$ cat src/rtl/slave_responder_pkg.sv
// Shared bus definitions used by the slave responder, address decoder and read mux.
package slave_responder_pkg;

    localparam int unsigned BUS_ADDR_WIDTH       = 16;
    localparam int unsigned BUS_DEVICE_BIT_WIDTH = 2;
    localparam int unsigned BUS_DATA_WIDTH       = 8;

    typedef enum logic [2:0] {
        ST_IDLE  = 3'd0,
        ST_WRITE = 3'd1,
        ST_READ  = 3'd2,
        ST_WAIT  = 3'd3,
        ST_RESP  = 3'd4
    } state_e;

endpackage

$ cat src/rtl/slave_responder.sv
// Slave-side bus endpoint: accepts one decoded read/write strobe at a time and
// runs it against a local synchronous memory port with fixed read latency.
module slave_responder
    import slave_responder_pkg::*;
#(
    parameter int unsigned ADDR_WIDTH       = BUS_ADDR_WIDTH,
    parameter int unsigned DEVICE_BIT_WIDTH = BUS_DEVICE_BIT_WIDTH,
    parameter int unsigned DATA_WIDTH       = BUS_DATA_WIDTH,
    parameter int unsigned READ_LATENCY     = 2
) (
    input  logic                                   clk,
    input  logic                                   rst,
    input  logic [ADDR_WIDTH-1:0]                  addr,
    input  logic [DATA_WIDTH-1:0]                  wdata,
    input  logic                                   wen,
    input  logic                                   ren,
    output logic                                   ready,
    output logic [DATA_WIDTH-1:0]                  rdata,
    output logic                                   rvalid,
    output logic                                   wack,
    output logic                                   err,
    output logic [ADDR_WIDTH-DEVICE_BIT_WIDTH-1:0] mem_addr,
    output logic [DATA_WIDTH-1:0]                  mem_wdata,
    output logic                                   mem_we,
    output logic                                   mem_re,
    input  logic [DATA_WIDTH-1:0]                  mem_rdata
);

    localparam int unsigned OFF_W = ADDR_WIDTH - DEVICE_BIT_WIDTH;
    localparam int unsigned CNT_W = $clog2(READ_LATENCY + 1);

    state_e           state_q, state_d;
    logic [OFF_W-1:0] addr_q, addr_d;
    logic [DATA_WIDTH-1:0] wdata_q, wdata_d;
    logic [DATA_WIDTH-1:0] rdata_q, rdata_d;
    logic             err_q, err_d;
    logic [CNT_W-1:0] cnt_q;

    // Device-select bits belong to the decoder; reduced here only to mark them consumed.
    logic unused_dev_bits;
    assign unused_dev_bits = ^addr[ADDR_WIDTH-1:OFF_W];

    always_ff @(posedge clk) begin
        if (rst) begin
            state_q <= ST_IDLE;
            addr_q  <= '0;
            wdata_q <= '0;
            rdata_q <= '0;
            err_q   <= 1'b0;
        end else begin
            state_q <= state_d;
            addr_q  <= addr_d;
            wdata_q <= wdata_d;
            rdata_q <= rdata_d;
            err_q   <= err_d;
        end
    end

    // Latency counter: loaded in READ, checked for zero before each decrement in WAIT.
    always_ff @(posedge clk) begin
        if (rst) begin
            cnt_q <= '0;
        end else if (state_q == ST_READ) begin
            cnt_q <= CNT_W'(READ_LATENCY - 1);
        end else if (state_q == ST_WAIT && cnt_q != '0) begin
            cnt_q <= cnt_q - CNT_W'(1);
        end
    end

    always_comb begin
        state_d = state_q;
        addr_d  = addr_q;
        wdata_d = wdata_q;
        rdata_d = rdata_q;
        err_d   = 1'b0;

        unique case (state_q)
            ST_IDLE: begin
                if (wen || ren) begin
                    addr_d  = addr[OFF_W-1:0];
                    wdata_d = wdata;
                    // A colliding read is dropped; the write proceeds and err flags it.
                    if (wen) begin
                        state_d = ST_WRITE;
                        err_d   = ren;
                    end else begin
                        state_d = ST_READ;
                    end
                end
            end
            ST_WRITE: state_d = ST_IDLE;
            ST_READ:  state_d = ST_WAIT;
            ST_WAIT: begin
                if (cnt_q == '0) begin
                    rdata_d = mem_rdata;
                    state_d = ST_RESP;
                end
            end
            ST_RESP:  state_d = ST_IDLE;
            default:  state_d = ST_IDLE;
        endcase
    end

    always_comb begin
        ready     = (state_q == ST_IDLE);
        mem_we    = (state_q == ST_WRITE);
        wack      = (state_q == ST_WRITE);
        mem_re    = (state_q == ST_READ);
        rvalid    = (state_q == ST_RESP);
        err       = err_q;
        rdata     = rdata_q;
        mem_addr  = addr_q;
        mem_wdata = wdata_q;
    end

endmodule

$ cat config.mk
export PLATFORM = sky130hd
export DESIGN_NAME = slave_responder
export DESIGN_NICKNAME = d
export VERILOG_FILES = /design/src/rtl/slave_responder_pkg.sv /design/src/rtl/slave_responder.sv
export SDC_FILE = /design/constraint.sdc
export NUM_CORES = 1
export LEC_CHECK = 0
export BUFFER_PORTS_ARGS = -buffer_cell sky130_fd_sc_hd__buf_2
export CAP_MARGIN = 10
export CORE_UTILIZATION = 31
export DETAILED_ROUTE_END_ITERATION = 16
export GPL_TIMING_DRIVEN = 1
export PLACE_DENSITY = 0.62
export SLEW_MARGIN = 5
export SYNTH_ARGS = -nofsm -noshare
export SYNTH_HDL_FRONTEND = slang
export SYNTH_SLANG_ARGS = --single-unit
$ cat constraint.sdc
create_clock -name clk -period 1.3 [get_ports clk]
set_clock_uncertainty 0.05 [all_clocks]
set_input_delay 0.26 -clock clk [delete_from_list [all_inputs] [get_ports clk]]
set_output_delay 0.26 -clock clk [all_outputs]
set_load 0.1 [all_outputs]
# Word-level counts from Yosys, hierarchy flattened
# Index checks and enable logic that the tools add are counted.
# Widths: inputs -> output; s select.
# totals
rom_bits	0
latchBits	0
elab_cells	34
memories	0
register_bits	36
input_bits	36
ram_bits	0
# classes
shift	0
n_eq_ne	6
multipliers	0
n_reduce_logical	11
add_sub_neg	1
n_div	0
mux	6
bitwise_logic	3
magnitude_cmp	0
# ops
cell	count
$pmux 3 s3	1
$eq 3x2->1 const B	2
$mux 3	2
$reduce_and 2->1	3
$ne 2x1->1 const B	2
$reduce_bool 2->1	2
$reduce_or 4->1	1
$eq 3x1->1 const B	1
$eq 3x3->1 const B	1
$logic_not 3->1	1
$not 1->1	3
$logic_not 2->1	1
$mux 1	2
$mux 2	1
$reduce_or 2->1	1
$sub 2x1->2 const B	1
$logic_and 1x1->1	1
$logic_or 1x1->1	1

# Logic depth before layout (Yosys ltp)
# Gate-level depths: netlist (run 1).
# depth
depth_word	4
depth_mapped	6

# Worst setup path after synthesis (run 1)
# No wires, ideal clock.
# synth_path
path_type	register to output
start	register state_q[1]
end	output wack
n_path_buf	2
slack_ps	-2341
arrival_time_ps	3331
path_stages_with_launch	4
path_cell_list	dfxtp_1 buf_2 nor3b_1 buf_4
# synth_between
elab_chain_cells	1
# synth_lines
item	line	source
start: declaration	slave_responder.sv:32	state_e state_q, state_d;
start signal: assignment	slave_responder.sv:51	state_q <= state_d;
$eq 3x1->1	-	
end: declaration	slave_responder.sv:20	output logic wack,
# Every way passes these cells.

# Worst setup path in the final report (run 1)
# layout_path
start	register state_q[1]
end	output rvalid
# layout_between
elab_chain_cells	1
# layout_lines
item	line	source
$eq 3x3->1	slave_responder.sv:109	rvalid = (state_q == ST_RESP);
end: declaration	slave_responder.sv:19	output logic rvalid,
# Every way passes these cells.

==> metrics.txt, run 1 <==
# TYPE chip_impl_metric gauge
chip_impl_metric{name="critPathMaxStageDelay",unit="ns"} 0.38
chip_impl_metric{name="io_buffer_count",unit=""} 69
chip_impl_metric{name="dieWidth",unit="um"} 74.3
chip_impl_metric{name="global_route_wire_length_before_repair",unit="um"} 6040
chip_impl_metric{name="synth_simple_gate_area_share",unit="%"} 27.4
chip_impl_metric{name="setup_viol",unit=""} 27
chip_impl_metric{name="grt-ovfl-total",unit=""} 0
chip_impl_metric{name="grt_max_degree",unit=""} 32
chip_impl_metric{name="die_h",unit="um"} 74.3
chip_impl_info{name="outcome",value="finished with violations"} 1
chip_impl_metric{name="p_int",unit="mW"} 2.34
chip_impl_metric{name="met3_usage",unit="%"} 7.32
chip_impl_info{name="cts_tree",value="yes"} 1
chip_impl_metric{name="yosys.area_share.adder",unit="%"} 0.772
chip_impl_metric{name="pin_count",unit=""} 72
chip_impl_info{name="endpoint_kind",value="output pin"} 1
chip_impl_metric{name="maxSlewViolCount",unit=""} 0
chip_impl_metric{name="worstPathRequired",unit="ns"} 0.99
chip_impl_info{name="crit_path_start_kind",value="flip-flop"} 1
chip_impl_metric{name="place_ws",unit="ns"} -0.105
chip_impl_metric{name="clkTransAtPathRegs",unit="ns"} 0.07
chip_impl_info{name="grt_setup_unrepaired",value="yes"} 1
chip_impl_metric{name="drcViolationCount",unit=""} 0
chip_impl_metric{name="drt_iter0_markers",unit=""} 37
chip_impl_metric{name="worstPathArrival",unit="ns"} 1.20
chip_impl_info{name="yosys.area.top_type",value="dfxtp_1"} 1
chip_impl_metric{name="grt_util_met1",unit="%"} 16.0
chip_impl_metric{name="cts.htree.levels",unit=""} 2
chip_impl_metric{name="syn-mean-instance-area",unit="sq um"} 9.71
chip_impl_metric{name="regArea",unit="sq um"} 733
chip_impl_metric{name="routed_via_density",unit=""} 4.38
chip_impl_metric{name="antenna-diode-count",unit=""} 0
chip_impl_metric{name="drive_above_1_share",unit="%"} 47.2
chip_impl_metric{name="synth_cells",unit=""} 167
chip_impl_metric{name="antenna_violations_before_repair",unit=""} 0
chip_impl_metric{name="mappedNetlistNets",unit=""} 204
chip_impl_metric{name="critical_path_peak_fanout",unit=""} 5
chip_impl_metric{name="finalHoldViolations",unit=""} 0
chip_impl_metric{name="nNetsFinal",unit=""} 286
chip_impl_metric{name="power_frac_seq",unit="%"} 34.5
chip_impl_metric{name="timing.setup.tns",unit="ns"} -2.69
chip_impl_info{name="cp_cell_sequence",value="buf_6, nor3b_4, buf_12"} 1
chip_impl_info{name="crit_path_top_delay_cell",value="dfxtp_4"} 1
chip_impl_metric{name="ctsLongestPathBuffers",unit=""} 2
chip_impl_metric{name="drt_pre_antenna_iters",unit=""} 4
chip_impl_metric{name="area_of_the_mapped_netlist",unit="sq um"} 1620
chip_impl_info{name="global_route.peak_usage_layer",value="met2"} 1
chip_impl_metric{name="layout.filler_cells",unit=""} 432
chip_impl_metric{name="grtUsageTotal",unit="%"} 14.6
chip_impl_metric{name="cts_hold_buffers",unit=""} 0
chip_impl_metric{name="placementRows",unit=""} 25
chip_impl_metric{name="drt_wl_total",unit="um"} 3770
chip_impl_metric{name="synth.ff_latch_count",unit=""} 36
chip_impl_info{name="hold_path_class",value="input port to flip-flop"} 1
chip_impl_metric{name="first_global_vias",unit=""} 1376
chip_impl_metric{name="max_slew_margin",unit="%"} 79.7
chip_impl_metric{name="synthesized_area_fraction_occupied_by_ao_oa_aoi_and_oai_cells",unit="%"} 6.33
chip_impl_metric{name="worstSkewPairLatency",unit="ns"} 0.28
chip_impl_info{name="violations",value="negative setup slack"} 1
chip_impl_metric{name="synth_sequential_area_ratio",unit="%"} 44.4
chip_impl_metric{name="upper_clock_frequency_limit",unit="MHz"} 663
chip_impl_metric{name="post_layout_nonfiller_instances",unit=""} 317
chip_impl_metric{name="pwr-share-comb",unit="%"} 38.9
chip_impl_info{name="path_class",value="flip-flop to output pin"} 1
chip_impl_metric{name="clockPowerShare",unit="%"} 26.7
chip_impl_metric{name="max_cap_viol_count",unit=""} 0
chip_impl_metric{name="drtAntennaViolNets",unit=""} 0
chip_impl_metric{name="dp.cells",unit=""} 304
chip_impl_metric{name="fp.coreArea",unit="sq um"} 4880
chip_impl_metric{name="timing_worst_slew_pin_value",unit="ns"} 0.304
chip_impl_metric{name="finalWorstSetupSlack",unit="ns"} -0.207
chip_impl_metric{name="wire_per_inst",unit="um"} 11.9
chip_impl_metric{name="synth_cell_types",unit=""} 27
chip_impl_info{name="clock_tree.root_cell",value="clkbuf_8"} 1
chip_impl_metric{name="synthesis.yosys.warnings",unit=""} 0
chip_impl_metric{name="dieArea",unit="sq um"} 5520
chip_impl_metric{name="fin_hold_ws",unit="ns"} 0.156
chip_impl_metric{name="portion_of_netlist_area_occupied_by_mux_cells",unit="%"} 13.6
chip_impl_metric{name="power.leakage",unit="nW"} 1.23
chip_impl_info{name="largest_family_of_logic_cells_by_synthesized_area",value="simple AND/OR/NAND/NOR gates"} 1
chip_impl_metric{name="multi_input_area",unit="sq um"} 893
chip_impl_metric{name="power_density",unit="nW/um^2"} 1240
chip_impl_metric{name="dp.final_hpwl",unit="um"} 2530
chip_impl_metric{name="synthXorXnorAreaFrac",unit="%"} 0
chip_impl_metric{name="grtUsageMet2",unit="%"} 24.4
chip_impl_metric{name="routabilityCongestion",unit=""} 0.662
chip_impl_metric{name="regToRegSetupSlack",unit="ns"} -0.10
chip_impl_metric{name="cts_inserted_buffers",unit=""} 5
chip_impl_info{name="post_synth_main_area_contributors",value="dfxtp_1 (44%), nand2b_1 (18%), mux2i_1 (14%)"} 1
chip_impl_metric{name="cts.sinks",unit=""} 36
chip_impl_metric{name="layout_worst_path_cycle_share",unit="%"} 116
chip_impl_metric{name="power_switching_share",unit="%"} 36.1
chip_impl_metric{name="synthToLayoutAreaGrowth",unit="%"} 82.2
chip_impl_metric{name="start_util",unit="%"} 33.2
chip_impl_metric{name="via_count",unit=""} 1387
chip_impl_metric{name="synth_largest_type_area_fraction",unit="%"} 44.4
chip_impl_metric{name="layout_min_cycle_time",unit="ns"} 1.51
chip_impl_metric{name="switching_power",unit="mW"} 1.33
chip_impl_metric{name="ir_drop",unit="uV"} 774
[critical path: cells and delay by family, from the launching register on]
family	cells	cell delay, ns
AND/OR/NAND/NOR	1	0.21
flip-flops	1	0.38
buffers and inverters	2	0.32
[layout make-up]
class	instances	area share, %
flip-flops and latches	36	24.8
well taps	67	2.84
repair buffers	89	38.0
inverters	3	0.381
clock buffers	5	2.33
multi-input cells	114	30.2
clock inverters	3	1.44
[worst paths after layout]
kind	from	to	cells after the start
worst max register to register	state_q[1]	mem_addr[3]	5
worst min-delay path	mem_rdata[5]	rdata[5]	3
worst max-delay path	state_q[1]	rvalid	3
worst min register to register	cnt_q[1]	cnt_q[1]	2
[sequential cells by signal (all words and copies together) (netlist names)]
register,count
cnt_q,2
rdata,8
mem_addr,14
err,1
state_q,3
mem_wdata,8
[logic make-up (layout without fill, tap and decap cells)]
group                    Yosys count  in the layout
flip-flops                        36             36
adder cells (fa/ha/maj)            1              1
multiplexers                      22             22
buffers and inverters             17            100
AO/OA/AOI/OAI                     17             17
AND/OR/NAND/NOR                   74             74
[stage by stage]
stage / utilization (%) / instance area (sq um) / total power, mW
2_1_floorplan: - / 1670 / 2.13
3_3_place_gp: 53.9 / 2630 / 2.58
3_5_place_dp: 53.9 / 2630 / 2.59
4_1_cts: 58.7 / 2870 / 3.68
5_1_grt: 60.5 / 2950 / 3.82
6_report: 60.5 / 2950 / 3.67
[metal layers]
metal / vias to the layer above / wire (um)
met5: - / 0
met3: 5 / 348
met1: 624 / 1540
li1: 710 / -
met2: 48 / 1850
met4: 0 / 34
[cells in the final DEF (no fill, tap or decap), types with 2 or more instances in the layout]
cell type  instances
nand2b_1          44
buf_12            37
buf_2             33
dfxtp_1           32
mux2i_1           22
nand2_1           16
buf_4             12
a21oi_1            7
clkbuf_8           5
buf_6              4
a21oi_2            3
dfxtp_4            3
nand2b_4           2
nor3b_4            2
inv_1              2
buf_16             2
[power by group through the flow]
stage	logic [mW]	clock network [mW]	registers [mW]
final	1.43	0.980	1.26
after global routing	1.48	1.06	1.28
after CTS	1.39	1.02	1.26
after detailed placement	1.30	0	1.29
after global placement	1.30	0	1.29
after floorplan	0.382	0	1.75
[cells in the mapped netlist]
library cell and n:
nand2b_1 46, dfxtp_1 36, mux2i_1 22, nand2_1 17
a21oi_1 10, buf_2 5, clkbuf_1 4, inv_1 3
and4b_1 2, buf_12 2, buf_6 2, nor2_1 2
nor3b_1 2, a2111oi_0 1, a211oi_1 1, a21o_1 1
a221oi_1 1, and2_1 1, buf_4 1, ha_1 1
nand4b_1 1, nor3_4 1, nor4b_1 1, nor4bb_1 1
o21a_1 1, o21ai_0 1, o21bai_1 1
[what timing repair did]
| action | 4_1_cts | 5_1_grt |
|---|---|---|
| gates resized for setup | 19 | 13 |
| endpoints found under the setup margin | 16 | 38 |
| cloned | 2 | 1 |
| endpoints found under the hold margin | 0 | 0 |
| setup buffers | 1 | 1 |
| pin swaps | 4 | 4 |
No activity file was read; power rests on OpenSTA's default activity.
==> run 2: changes to the inputs <==
--- a/config.mk
+++ b/config.mk
@@ -10,7 +10,7 @@
 export CORE_UTILIZATION = 31
 export DETAILED_ROUTE_END_ITERATION = 16
 export GPL_TIMING_DRIVEN = 1
-export PLACE_DENSITY = 0.62
+export PLACE_DENSITY_LB_ADDON = 0.12
 export SLEW_MARGIN = 5
 export SYNTH_ARGS = -nofsm -noshare
 export SYNTH_HDL_FRONTEND = slang
==> run 2 against run 1 <==
Net effect: the run still ends with negative setup slack left; wire length down 3.7%; register-to-register slack improved by 0.02 ns; sequential share of layout area is 0.16 points higher.
==> metrics.txt, run 2 (same netlist as run 1, synthesis figures left out) <==
# TYPE chip_impl_metric gauge
chip_impl_info{name="outcome",value="finished with violations"} 1
chip_impl_info{name="violations",value="negative setup slack"} 1
chip_impl_metric{name="grt-ovfl-total",unit=""} 0
chip_impl_metric{name="upper_clock_frequency_limit",unit="MHz"} 669
chip_impl_info{name="grt_setup_unrepaired",value="yes"} 1
chip_impl_metric{name="grt_max_degree",unit=""} 59
chip_impl_metric{name="io_buffer_count",unit=""} 69
chip_impl_metric{name="finalWorstSetupSlack",unit="ns"} -0.194
chip_impl_metric{name="cts.htree.levels",unit=""} 2
chip_impl_metric{name="dieWidth",unit="um"} 74.3
chip_impl_metric{name="worstSkewPairLatency",unit="ns"} 0.28
chip_impl_metric{name="drt_pre_antenna_iters",unit=""} 4
chip_impl_info{name="final_common_cell",value="nand2b_1"} 1
chip_impl_metric{name="timing.critical_path.buf_inv",unit=""} 1
chip_impl_metric{name="postLayoutCoreUtil",unit="%"} 60.2
chip_impl_metric{name="drtAntennaViolNets",unit=""} 0
chip_impl_metric{name="pin_count",unit=""} 72
chip_impl_info{name="path_class",value="flip-flop to output pin"} 1
chip_impl_metric{name="antenna-diode-count",unit=""} 0
chip_impl_info{name="crit_path_start_kind",value="flip-flop"} 1
chip_impl_info{name="clock_tree.root_cell",value="clkbuf_8"} 1
chip_impl_metric{name="wire_per_inst",unit="um"} 11.5
chip_impl_metric{name="power_density",unit="nW/um^2"} 1280
chip_impl_metric{name="synthToLayoutAreaGrowth",unit="%"} 81.0
chip_impl_info{name="cts_tree",value="yes"} 1
chip_impl_info{name="cp_cell_sequence",value="nor3b_4, buf_12"} 1
chip_impl_metric{name="cts.sinks",unit=""} 36
chip_impl_metric{name="start_util",unit="%"} 33.2
chip_impl_metric{name="first_global_vias",unit=""} 1325
chip_impl_metric{name="drt_iter0_markers",unit=""} 26
chip_impl_metric{name="number_of_flip_flops_under_the_largest_register_name",unit=""} 14
chip_impl_metric{name="maxSlewViolCount",unit=""} 0
chip_impl_info{name="hold_path_class",value="input port to flip-flop"} 1
chip_impl_metric{name="finalHoldViolations",unit=""} 0
chip_impl_info{name="top_library_cells_by_usage_in_the_layout_fill_and_taps_aside",value="nand2b_1 (46), buf_12 (38), buf_2 (33)"} 1
chip_impl_metric{name="routed_via_density",unit=""} 4.33
chip_impl_metric{name="timing_worst_slew_pin_value",unit="ns"} 0.277
chip_impl_metric{name="setup_viol",unit=""} 27
chip_impl_metric{name="ir_drop",unit="uV"} 738
chip_impl_metric{name="dieArea",unit="sq um"} 5520
chip_impl_metric{name="cts_inserted_buffers",unit=""} 5
chip_impl_metric{name="global_route_wire_length_before_repair",unit="um"} 5740
chip_impl_metric{name="antenna_violations_before_repair",unit=""} 0
chip_impl_info{name="worst_path_dominant_cell_family",value="flip-flops"} 1
chip_impl_metric{name="critPathMaxStageDelay",unit="ns"} 0.39
chip_impl_metric{name="die_h",unit="um"} 74.3
chip_impl_metric{name="placementRows",unit=""} 25
chip_impl_metric{name="clkTransAtPathRegs",unit="ns"} 0.07
chip_impl_metric{name="drcViolationCount",unit=""} 0
chip_impl_metric{name="layout_worst_path_cycle_share",unit="%"} 115
chip_impl_metric{name="layout_min_cycle_time",unit="ns"} 1.49
chip_impl_info{name="endpoint_kind",value="output pin"} 1
chip_impl_metric{name="power.leakage",unit="nW"} 1.23
chip_impl_metric{name="max_cap_viol_count",unit=""} 0
chip_impl_metric{name="drt_wl_total",unit="um"} 3630
chip_impl_metric{name="worstPathArrival",unit="ns"} 1.18
chip_impl_metric{name="fp.coreArea",unit="sq um"} 4880
chip_impl_metric{name="routabilityCongestion",unit=""} 0.778
chip_impl_metric{name="drive_above_1_share",unit="%"} 46.2
chip_impl_metric{name="max_slew_margin",unit="%"} 81.5
chip_impl_metric{name="grtUsageTotal",unit="%"} 13.8
chip_impl_metric{name="layout.filler_cells",unit=""} 431
chip_impl_metric{name="via_count",unit=""} 1369
chip_impl_metric{name="ctsLongestPathBuffers",unit=""} 2
chip_impl_metric{name="critical_path_peak_fanout",unit=""} 9
chip_impl_info{name="crit_path_top_delay_cell",value="dfxtp_4"} 1
chip_impl_metric{name="dp.final_hpwl",unit="um"} 2460
chip_impl_metric{name="place_ws",unit="ns"} -0.0683
chip_impl_metric{name="nNetsFinal",unit=""} 285
chip_impl_metric{name="worstPathRequired",unit="ns"} 0.99
run 2: cell count changes in the layout (fill, tap and decap cells not counted), moves of 2 or more:
cell | before | now
nand2b_1 | 44 | 46
nand2b_4 | 2 | 0
clkbuf_8 | 5 | 7
buf_4 | 12 | 8
buf_6 | 4 | 7
run 2: worst paths after layout:
path                     start  depth (start not counted)  slack [ns]      endpoint
hold / removal    mem_rdata[2]                          3        0.16      rdata[2]
setup reg to reg    state_q[0]                          5       -0.08  mem_wdata[5]
hold reg to reg       rdata[2]                          2        0.44      rdata[2]
setup / recovery    state_q[2]                          2       -0.19          wack
run 2: layer usage:
layer	up-vias	wire (um)	track usage, %	part of all wire, %
met5	-	0	0	0
met4	0	44	5.66	1.2
met3	6	277	5.83	7.6
met2	44	1750	22.9	48
met1	606	1560	15.8	43
li1	713	-	-	-
run 2: layout make-up:
type	instances	area, sq um	share of cell area, %
clock buffers	7	96.3	3.28
multi-input cells	114	863	29.4
inverters	3	11.3	0.384
clock inverters	1	30.0	1.02
repair buffers	88	1120	38.1
flip-flops and latches	36	733	25.0
well taps	67	83.8	2.86
run 2: what timing repair did:
action / CTS / global route
gates resized for setup: 18 / 11
setup buffers: 1 / 1
pin swaps: 2 / 5
hold buffers: 0 / 0
endpoints found under the hold margin: 0 / 0
cloned: 1 / 1
endpoints found under the setup margin: 29 / 38
run 2: where the power goes:
part	switching, mW	internal [mW]
clock	0.403	0.677
sequential	0.0859	1.18
combinational	0.817	0.581
total	1.31	2.44
run 2: worst min-delay path, stage by stage:
cell and delay (ns):
buf_2 0.09, nand2_1 0.04, a21oi_1 0.05
run 2: through the flow:
step / std cells / TNS, ns / instance area (sq um) / power [mW] / hold WS, ns
finish: 316 / -1.87 / 2940 / 3.74 / 0.160
global route: 316 / -3.79 / 2940 / 3.88 / 0.159
CTS: 315 / -1.06 / 2870 / 3.75 / 0.146
detailed placement: 305 / -0.208 / 2650 / 2.60 / 0.433
global placement: 305 / -0.275 / 2650 / 2.60 / 0.430
floorplan: 167 / -17.51 / 1670 / 2.13 / 0.346
